## src/rtl/bram_pingpong_ctrl_if.sv

```systemverilog
// Stream (valid/ready) and simple-dual-port BRAM bundles used by bram_pingpong_ctrl.
interface pp_stream_if #(
    parameter int DATA_WIDTH = 8
);
    logic [DATA_WIDTH-1:0] data;
    logic                  valid;
    logic                  ready;

    modport master (output data, output valid, input ready);
    modport slave  (input data, input valid, output ready);
endinterface

interface pp_bram_if #(
    parameter int DATA_WIDTH = 8,
    parameter int ADDR_WIDTH = 19
);
    logic [ADDR_WIDTH-1:0] addr_a;
    logic [DATA_WIDTH-1:0] din_a;
    logic                  en_a;
    logic [ADDR_WIDTH-1:0] addr_b;
    logic                  en_b;
    logic                  regce_b;
    logic [DATA_WIDTH-1:0] dout_b;

    modport master (output addr_a, output din_a, output en_a, output addr_b,
                    output en_b, output regce_b, input dout_b);
    modport slave  (input addr_a, input din_a, input en_a, input addr_b,
                    input en_b, input regce_b, output dout_b);
endinterface

```

## src/rtl/bram_pingpong_ctrl.sv

```systemverilog
// Two-bank ping-pong frame buffer sequencer for a simple-dual-port BRAM.
// Defining BRAM_PP_FRAME_CNT_EN adds oFrameCnt, a wrapping count of oFrameDone pulses.
module bram_pingpong_ctrl #(
    parameter int DATA_WIDTH   = 8,
    parameter int FRAME_LEN    = 100,
    parameter int ADDR_WIDTH   = 19,
    parameter int READ_LATENCY = 2
) (
    input  logic        iClk,
    input  logic        iRst,
    pp_stream_if.slave  sin,
    pp_stream_if.master sout,
    pp_bram_if.master   bram,
    output logic        oFrameDone
`ifdef BRAM_PP_FRAME_CNT_EN
    ,
    output logic [15:0] oFrameCnt
`endif
);

    localparam int FIFO_DEPTH = READ_LATENCY + 2;
    localparam int IDX_W      = (FRAME_LEN > 1) ? $clog2(FRAME_LEN) : 1;
    localparam int PTR_W      = $clog2(FIFO_DEPTH);
    localparam int CNT_W      = $clog2(FIFO_DEPTH + 1);
    localparam int SUM_W      = CNT_W + 1;
    localparam logic [IDX_W-1:0]      IDX_LAST   = IDX_W'(FRAME_LEN - 1);
    localparam logic [ADDR_WIDTH-1:0] BANK1_BASE = ADDR_WIDTH'(FRAME_LEN);

    localparam logic [1:0] R_IDLE  = 2'd0;
    localparam logic [1:0] R_RUN   = 2'd1;
    localparam logic [1:0] R_DRAIN = 2'd2;

    logic                    run_q;
    logic [1:0]              full_q, full_d;
    logic                    wr_bank_q, wr_bank_d, rd_bank_q, rd_bank_d;
    logic [IDX_W-1:0]        wr_idx_q, wr_idx_d, rd_idx_q, rd_idx_d;
    logic [IDX_W-1:0]        out_idx_q, out_idx_d;
    logic [1:0]              state_q, state_d;
    logic [READ_LATENCY-1:0] vld_q, vld_d;
    logic [DATA_WIDTH-1:0]   fifo_q [2**PTR_W];
    logic [PTR_W-1:0]        wr_ptr_q, wr_ptr_d, rd_ptr_q, rd_ptr_d;
    logic [CNT_W-1:0]        fifo_cnt_q, fifo_cnt_d;
    logic [CNT_W-1:0]        inflight_s;
    logic                    wr_fire_s, issue_s, push_s, pop_s, nonempty_s;

    function automatic logic [PTR_W-1:0] ptr_inc(input logic [PTR_W-1:0] p);
        return (p == PTR_W'(FIFO_DEPTH - 1)) ? PTR_W'(0) : p + PTR_W'(1);
    endfunction

    function automatic logic [CNT_W-1:0] count_ones(input logic [READ_LATENCY-1:0] v);
        logic [CNT_W-1:0] n;
        n = CNT_W'(0);
        for (int i = 0; i < READ_LATENCY; i++) n = n + CNT_W'(v[i]);
        return n;
    endfunction

    function automatic logic [ADDR_WIDTH-1:0] bank_addr(input logic bank, input logic [IDX_W-1:0] idx);
        return (bank ? BANK1_BASE : ADDR_WIDTH'(0)) + ADDR_WIDTH'(idx);
    endfunction

    // run_q holds oReady low while reset is asserted and for the first cycle after it
    assign sin.ready   = run_q & ~full_q[wr_bank_q];
    assign wr_fire_s   = sin.valid & sin.ready;
    assign inflight_s  = count_ones(vld_q);
    assign issue_s     = (state_q == R_RUN) &&
                         ((SUM_W'(fifo_cnt_q) + SUM_W'(inflight_s)) < SUM_W'(FIFO_DEPTH));
    assign push_s      = vld_q[READ_LATENCY-1];
    assign nonempty_s  = (fifo_cnt_q != CNT_W'(0));
    assign pop_s       = nonempty_s & sout.ready;

    assign bram.en_a    = wr_fire_s;
    assign bram.addr_a  = wr_fire_s ? bank_addr(wr_bank_q, wr_idx_q) : ADDR_WIDTH'(0);
    assign bram.din_a   = wr_fire_s ? sin.data : DATA_WIDTH'(0);
    assign bram.en_b    = issue_s;
    assign bram.regce_b = issue_s | (inflight_s != CNT_W'(0));
    assign bram.addr_b  = issue_s ? bank_addr(rd_bank_q, rd_idx_q) : ADDR_WIDTH'(0);

    assign sout.valid  = nonempty_s;
    assign sout.data   = nonempty_s ? fifo_q[rd_ptr_q] : DATA_WIDTH'(0);
    assign oFrameDone  = pop_s & (out_idx_q == IDX_LAST);

    // Write side, bank bookkeeping and read FSM next state
    always_comb begin
        full_d    = full_q;
        wr_bank_d = wr_bank_q;
        wr_idx_d  = wr_idx_q;
        rd_bank_d = rd_bank_q;
        rd_idx_d  = rd_idx_q;
        state_d   = state_q;

        if (wr_fire_s) begin
            if (wr_idx_q == IDX_LAST) begin
                wr_idx_d          = IDX_W'(0);
                full_d[wr_bank_q] = 1'b1;
                wr_bank_d         = ~wr_bank_q;
            end else begin
                wr_idx_d = wr_idx_q + IDX_W'(1);
            end
        end else begin
            wr_idx_d = wr_idx_q;
        end

        // A completing write and a releasing drain always target different banks
        case (state_q)
            R_IDLE: begin
                if (full_q[rd_bank_q]) state_d = R_RUN;
                else                   state_d = R_IDLE;
            end
            R_RUN: begin
                if (issue_s) begin
                    if (rd_idx_q == IDX_LAST) begin
                        rd_idx_d = IDX_W'(0);
                        state_d  = R_DRAIN;
                    end else begin
                        rd_idx_d = rd_idx_q + IDX_W'(1);
                    end
                end else begin
                    rd_idx_d = rd_idx_q;
                end
            end
            R_DRAIN: begin
                if (inflight_s == CNT_W'(0)) begin
                    full_d[rd_bank_q] = 1'b0;
                    rd_bank_d         = ~rd_bank_q;
                    state_d           = R_IDLE;
                end else begin
                    state_d = R_DRAIN;
                end
            end
            default: state_d = R_IDLE;
        endcase
    end

    // Read-data tracking and output FIFO pointers
    always_comb begin
        vld_d    = (vld_q << 1) | READ_LATENCY'(issue_s);
        wr_ptr_d = push_s ? ptr_inc(wr_ptr_q) : wr_ptr_q;
        rd_ptr_d = pop_s ? ptr_inc(rd_ptr_q) : rd_ptr_q;
        case ({push_s, pop_s})
            2'b10:   fifo_cnt_d = fifo_cnt_q + CNT_W'(1);
            2'b01:   fifo_cnt_d = fifo_cnt_q - CNT_W'(1);
            default: fifo_cnt_d = fifo_cnt_q;
        endcase
        if (pop_s) begin
            out_idx_d = (out_idx_q == IDX_LAST) ? IDX_W'(0) : out_idx_q + IDX_W'(1);
        end else begin
            out_idx_d = out_idx_q;
        end
    end

    // Control state registers
    always_ff @(posedge iClk or negedge iRst) begin
        if (!iRst) begin
            run_q      <= 1'b0;
            full_q     <= 2'b00;
            wr_bank_q  <= 1'b0;
            rd_bank_q  <= 1'b0;
            wr_idx_q   <= IDX_W'(0);
            rd_idx_q   <= IDX_W'(0);
            out_idx_q  <= IDX_W'(0);
            state_q    <= R_IDLE;
            vld_q      <= READ_LATENCY'(0);
            wr_ptr_q   <= PTR_W'(0);
            rd_ptr_q   <= PTR_W'(0);
            fifo_cnt_q <= CNT_W'(0);
        end else begin
            run_q      <= 1'b1;
            full_q     <= full_d;
            wr_bank_q  <= wr_bank_d;
            rd_bank_q  <= rd_bank_d;
            wr_idx_q   <= wr_idx_d;
            rd_idx_q   <= rd_idx_d;
            out_idx_q  <= out_idx_d;
            state_q    <= state_d;
            vld_q      <= vld_d;
            wr_ptr_q   <= wr_ptr_d;
            rd_ptr_q   <= rd_ptr_d;
            fifo_cnt_q <= fifo_cnt_d;
        end
    end

    // Output FIFO storage, written with BRAM data READ_LATENCY cycles after issue
    always_ff @(posedge iClk or negedge iRst) begin
        if (!iRst) begin
            for (int i = 0; i < 2**PTR_W; i++) fifo_q[i] <= DATA_WIDTH'(0);
        end else if (push_s) begin
            fifo_q[wr_ptr_q] <= bram.dout_b;
        end else begin
            fifo_q[wr_ptr_q] <= fifo_q[wr_ptr_q];
        end
    end

`ifdef BRAM_PP_FRAME_CNT_EN
    logic [15:0] frame_cnt_q;

    // Completed-frame counter, wraps naturally at 16 bits
    always_ff @(posedge iClk or negedge iRst) begin
        if (!iRst) begin
            frame_cnt_q <= 16'd0;
        end else if (oFrameDone) begin
            frame_cnt_q <= frame_cnt_q + 16'd1;
        end else begin
            frame_cnt_q <= frame_cnt_q;
        end
    end

    assign oFrameCnt = frame_cnt_q;
`endif

endmodule

```

## src/flat_wrapper.sv

```systemverilog
// flat-port wrapper written by rule: the top's interface ports become plain ports
module bram_pingpong_ctrl_flat 
#(
    parameter int DATA_WIDTH   = 8,
    parameter int FRAME_LEN    = 100,
    parameter int ADDR_WIDTH   = 19,
    parameter int READ_LATENCY = 2
)
  (iClk, iRst, oFrameDone, sin_data, sin_valid, sin_ready, sout_data, sout_valid, sout_ready, bram_addr_a, bram_din_a, bram_en_a, bram_addr_b, bram_en_b, bram_regce_b, bram_dout_b);
  pp_stream_if #(.DATA_WIDTH(DATA_WIDTH)) sin_i ();
  pp_stream_if #(.DATA_WIDTH(DATA_WIDTH)) sout_i ();
  pp_bram_if #(.DATA_WIDTH(DATA_WIDTH), .ADDR_WIDTH(ADDR_WIDTH)) bram_i ();
  input  logic iClk;
  input  logic iRst;
  output logic oFrameDone;
  input wire logic [$bits(sin_i.data)-1:0] sin_data;
  input wire logic [$bits(sin_i.valid)-1:0] sin_valid;
  output wire logic [$bits(sin_i.ready)-1:0] sin_ready;
  output wire logic [$bits(sout_i.data)-1:0] sout_data;
  output wire logic [$bits(sout_i.valid)-1:0] sout_valid;
  input wire logic [$bits(sout_i.ready)-1:0] sout_ready;
  output wire logic [$bits(bram_i.addr_a)-1:0] bram_addr_a;
  output wire logic [$bits(bram_i.din_a)-1:0] bram_din_a;
  output wire logic [$bits(bram_i.en_a)-1:0] bram_en_a;
  output wire logic [$bits(bram_i.addr_b)-1:0] bram_addr_b;
  output wire logic [$bits(bram_i.en_b)-1:0] bram_en_b;
  output wire logic [$bits(bram_i.regce_b)-1:0] bram_regce_b;
  input wire logic [$bits(bram_i.dout_b)-1:0] bram_dout_b;
  assign sin_i.data = sin_data;
  assign sin_i.valid = sin_valid;
  assign sin_ready = sin_i.ready;
  assign sout_data = sout_i.data;
  assign sout_valid = sout_i.valid;
  assign sout_i.ready = sout_ready;
  assign bram_addr_a = bram_i.addr_a;
  assign bram_din_a = bram_i.din_a;
  assign bram_en_a = bram_i.en_a;
  assign bram_addr_b = bram_i.addr_b;
  assign bram_en_b = bram_i.en_b;
  assign bram_regce_b = bram_i.regce_b;
  assign bram_i.dout_b = bram_dout_b;
  bram_pingpong_ctrl #(.DATA_WIDTH(DATA_WIDTH), .FRAME_LEN(FRAME_LEN), .ADDR_WIDTH(ADDR_WIDTH), .READ_LATENCY(READ_LATENCY)) u_core (.iClk(iClk), .iRst(iRst), .sin(sin_i), .sout(sout_i), .bram(bram_i), .oFrameDone(oFrameDone));
endmodule
```

## config.mk

```make
export PLATFORM = sky130hd
export DESIGN_NAME = bram_pingpong_ctrl_flat
export DESIGN_NICKNAME = d
export VERILOG_FILES = /design/src/rtl/bram_pingpong_ctrl_if.sv /design/src/rtl/bram_pingpong_ctrl.sv /design/src/flat_wrapper.sv
export SDC_FILE = /design/constraint.sdc
export NUM_CORES = 1
export LEC_CHECK = 0
export CORE_MARGIN = 3
export CORE_UTILIZATION = 33
export DETAILED_ROUTE_END_ITERATION = 10
export PLACE_DENSITY = 0.53
export SYNTH_ARGS = -nofsm -noshare
export SYNTH_HDL_FRONTEND = slang
export SYNTH_SLANG_ARGS = --single-unit
```

## constraint.sdc

```tcl
create_clock -name iClk -period 3.2 [get_ports iClk]
set_input_delay 0.64 -clock iClk [delete_from_list [all_inputs] [get_ports iClk]]
set_output_delay 0.64 -clock iClk [all_outputs]
set_load 0.02 [all_outputs]
```

==> results of run 1 <==
-- routing by layer --
metal  track usage [%]  vias to the layer above
li1                  -                     1446
met2              21.7                       72
met1              17.7                     1434
met3              3.39                        8
met4              5.73                        0
met5                 0                        -
-- path summary, 6_finish.rpt --
check / start / end / slack [ns] / cells past startpoint
max: u_core.vld_q[0] / bram_addr_b[0] / 0.15 / 7
min: u_core.vld_q[0] / u_core.vld_q[1] / 0.41 / 0
max reg2reg: u_core.fifo_cnt_q[0] / u_core.fifo_cnt_q[2] / 0.79 / 9
min reg2reg: u_core.vld_q[0] / u_core.vld_q[1] / 0.41 / 0
max in group asynchronous: iRst / u_core.fifo_q[12] / 2.11 / 2
min in group asynchronous: iRst / u_core.rd_idx_q[3] / 0.52 / 2
-- placed cells by master (no fill, tap or decap), types with 2 or more instances in the layout --
| cell type | Yosys | layout |
|---|---|---|
| nand4_1 | 7 | 7 |
| mux4_2 | 11 | 11 |
| conb_1 | 2 | 23 |
| clkdlybuf4s50_1 | 0 | 46 |
| clkdlybuf4s15_1 | 0 | 2 |
| xor2_1 | 8 | 8 |
| or2_2 | 2 | 2 |
| nor2_1 | 36 | 36 |
| nand3_1 | 8 | 8 |
| a21oi_1 | 6 | 6 |
| nand2_1 | 28 | 28 |
| inv_1 | 11 | 11 |
| buf_4 | 22 | 8 |
| and2_1 | 26 | 26 |
| dlygate4sd2_1 | 0 | 8 |
| clkinv_1 | 2 | 2 |
| mux2_2 | 30 | 30 |
| clkbuf_16 | 0 | 9 |
| clkbuf_1 | 11 | 5 |
| dfrtp_1 | 69 | 69 |
| xnor2_1 | 9 | 9 |
| and3_1 | 2 | 2 |
| ha_1 | 20 | 20 |
| a22o_1 | 4 | 4 |
| o21ai_0 | 7 | 7 |
| or3_1 | 3 | 3 |
| nor3_1 | 4 | 4 |
| mux2i_1 | 9 | 9 |
| a31oi_1 | 20 | 20 |
| o22ai_1 | 5 | 5 |
-- flip-flops by register name (all words and copies together), names as in the netlist --
register,cells
u_core.fifo_q,32
u_core.rd_bank_q,1
u_core.state_q,2
u_core.full_q,2
u_core.run_q,1
u_core.rd_ptr_q,2
u_core.wr_idx_q,7
u_core.vld_q,2
u_core.wr_bank_q,1
u_core.rd_idx_q,7
u_core.fifo_cnt_q,3
u_core.wr_ptr_q,2
u_core.out_idx_q,7
-- cell type report --
type,instances,share of cell area [%]
inverters,13,0.970
repair buffers,65,12.2
flip-flops and latches,69,34.3
clock buffers,15,5.12
multi-input cells,288,42.7
clock inverters,1,0.597
well taps,164,4.08
-- what timing repair did --
| action | 4_1_cts | 5_1_grt |
|---|---|---|
| setup endpoints to repair | 10 | 2 |
| resized for setup | 10 | 2 |
| setup buffers | 0 | 0 |
-- logic make-up after synthesis --
kind of cell	after synthesis
fa+ha+maj	21
xor+xnor	17
simple gates	128
mux	50
compound gates	49
flops	69
buf+inv	49
other cells	2
-- critical path: cells and delay by family, from the launching register on --
kind / cells / cell delay [ns]
fa+ha+maj: 2 / 0.37
simple gates: 3 / 0.86
buf+inv: 2 / 0.46
flops: 1 / 0.39
-- cells in the mapped netlist (9+ instances only) --
master,count
a31oi_1,20
and2_1,26
buf_4,22
clkbuf_1,11
dfrtp_1,69
ha_1,20
inv_1,11
mux2_2,30
mux2i_1,9
mux4_2,11
nand2_1,28
nor2_1,36
xnor2_1,9
-- power breakdown --
part,internal (mW),switching [mW],total [mW]
registers,1.00,0.222,1.23
logic,0.399,0.388,0.787
clock network,0.626,0.345,0.971
==> metrics.cfg, run 1 <==
[status]
status=completed

[cts]
numCtsBuffers=9
clock_path_buffers=2
cts_root_buf=clkbuf_16
numClockSinks=69
htree_levels=3
postCtsHoldBufs=0
path_clk_slew_ns=0.06
insertion_delay_ns=0.33
tritoncts=done

[timing]
worst_slew_pin_slew_ns=0.890
setup_viol=0
fmax_ghz=0.327
fin_crit_ns=3.05
slew_headroom_pct=40.7
tns_ns=0
slew_viol_final=0
finalClockSkew_ns=0.00658
post-route-period-util_pct=95.4
hold_ws_ns=0.414
rsz0062_at_grt=false
hold_viol=0
finalWorstSetupSlack_ns=0.146

[critical_path]
critPathRequiredTime_ns=2.56
crit_path_top_delay_cell=dfrtp_1
slowest_delay_ns=0.39
path_cells=ha_1, ha_1, or3b_1, or3_4, clkinv_1, and2_1, dlygate4sd2_1
cp-end-kind=primary output
worstPathMaxFanout=7
path_common_cell=ha_1
cp.arrival_ns=2.41
cp-start-kind=flop
crit_type=flop to primary output

[die]
pin_count=80
initial_core_util_pct=34.6
die_w_um=117
design.core.area_um2=11800
die_area_um2=13700
dieHeight_um=117
rows=39

[power]
vdd_drop_max_mv=0.251
total_power_mw=2.98
p_leak_nw=2.23
power_density_nw_per_um2=593

[drt]
drc=0
wl_met1_mm=4.15
drtAntennaViolNets=0
routedWlPerCell_um=14.4
firstDrtPassIters=4
via_per_inst=4.81
top_layer=met4
met2_length_mm=4.14
drt_iter0_drc=91
vias=2960
routed_wl_mm=8.84
route.met3.wl_um=455

[job]
maxCapViolations=0

[finish]
fin_util_pct=42.8
syn_to_final_growth_pct=23.6
n_fill_cell=1130
multiInputGateArea_um2=2150
design_area_um2=5030
antenna_cells=0
seq_area_um2=1730
fin_nets=487
layout-drive-gt1-share_pct=14.6
final_cell_count_no_fill=615

[min_path]
hold_path_class=flop to flop

[placed_design]
placed_area_um2=4750
gp_congestion=0.772
post-dp-hpwl_mm=6.05
dpl.cell_count=599
place_ws_ns=0.192
port_buffers=57

[synthesis]
synthAdderAreaFrac_pct=6.64
netlist_area_um2=4070
synthCells=385
synth_xor_area_share_pct=3.66
synth-seq-area-share_pct=42.4
synth_area_per_cell_um2=10.6
ys_ff_latch=69
synth_compound_area_share_pct=7.77
synth_edf_count=0
synthMuxAreaShare_pct=16.6
ys_types=48
yosys.area_share.simple_pct=16.0
synth_ff_type=dfrtp_1
synthTopCellsByArea=dfrtp_1, mux2_2, ha_1
ys_warn_count=0
netlist.area_leader.share_pct=42.4
synth_top_family_by_area=multiplexers
synth_top_area_cell=dfrtp_1
synth-async-reset-ratio_pct=100

[grt]
track_usage_pct=13.6
antenna_found_initial=0
grt_max_degree=70
first_global_vias=2984
grt.overflow.total=0
grt_pass1_wl_mm=14.5

Power figures use the tool's default switching activity.
==> inputs of run 2 (changes only) <==
CTS_CLUSTER_DIAMETER = 30   (was unset)
CTS_CLUSTER_SIZE = 20   (was unset)
==> results of run 2 <==
Same layout as run 1: the final DEF is identical, and so are final timing and power.
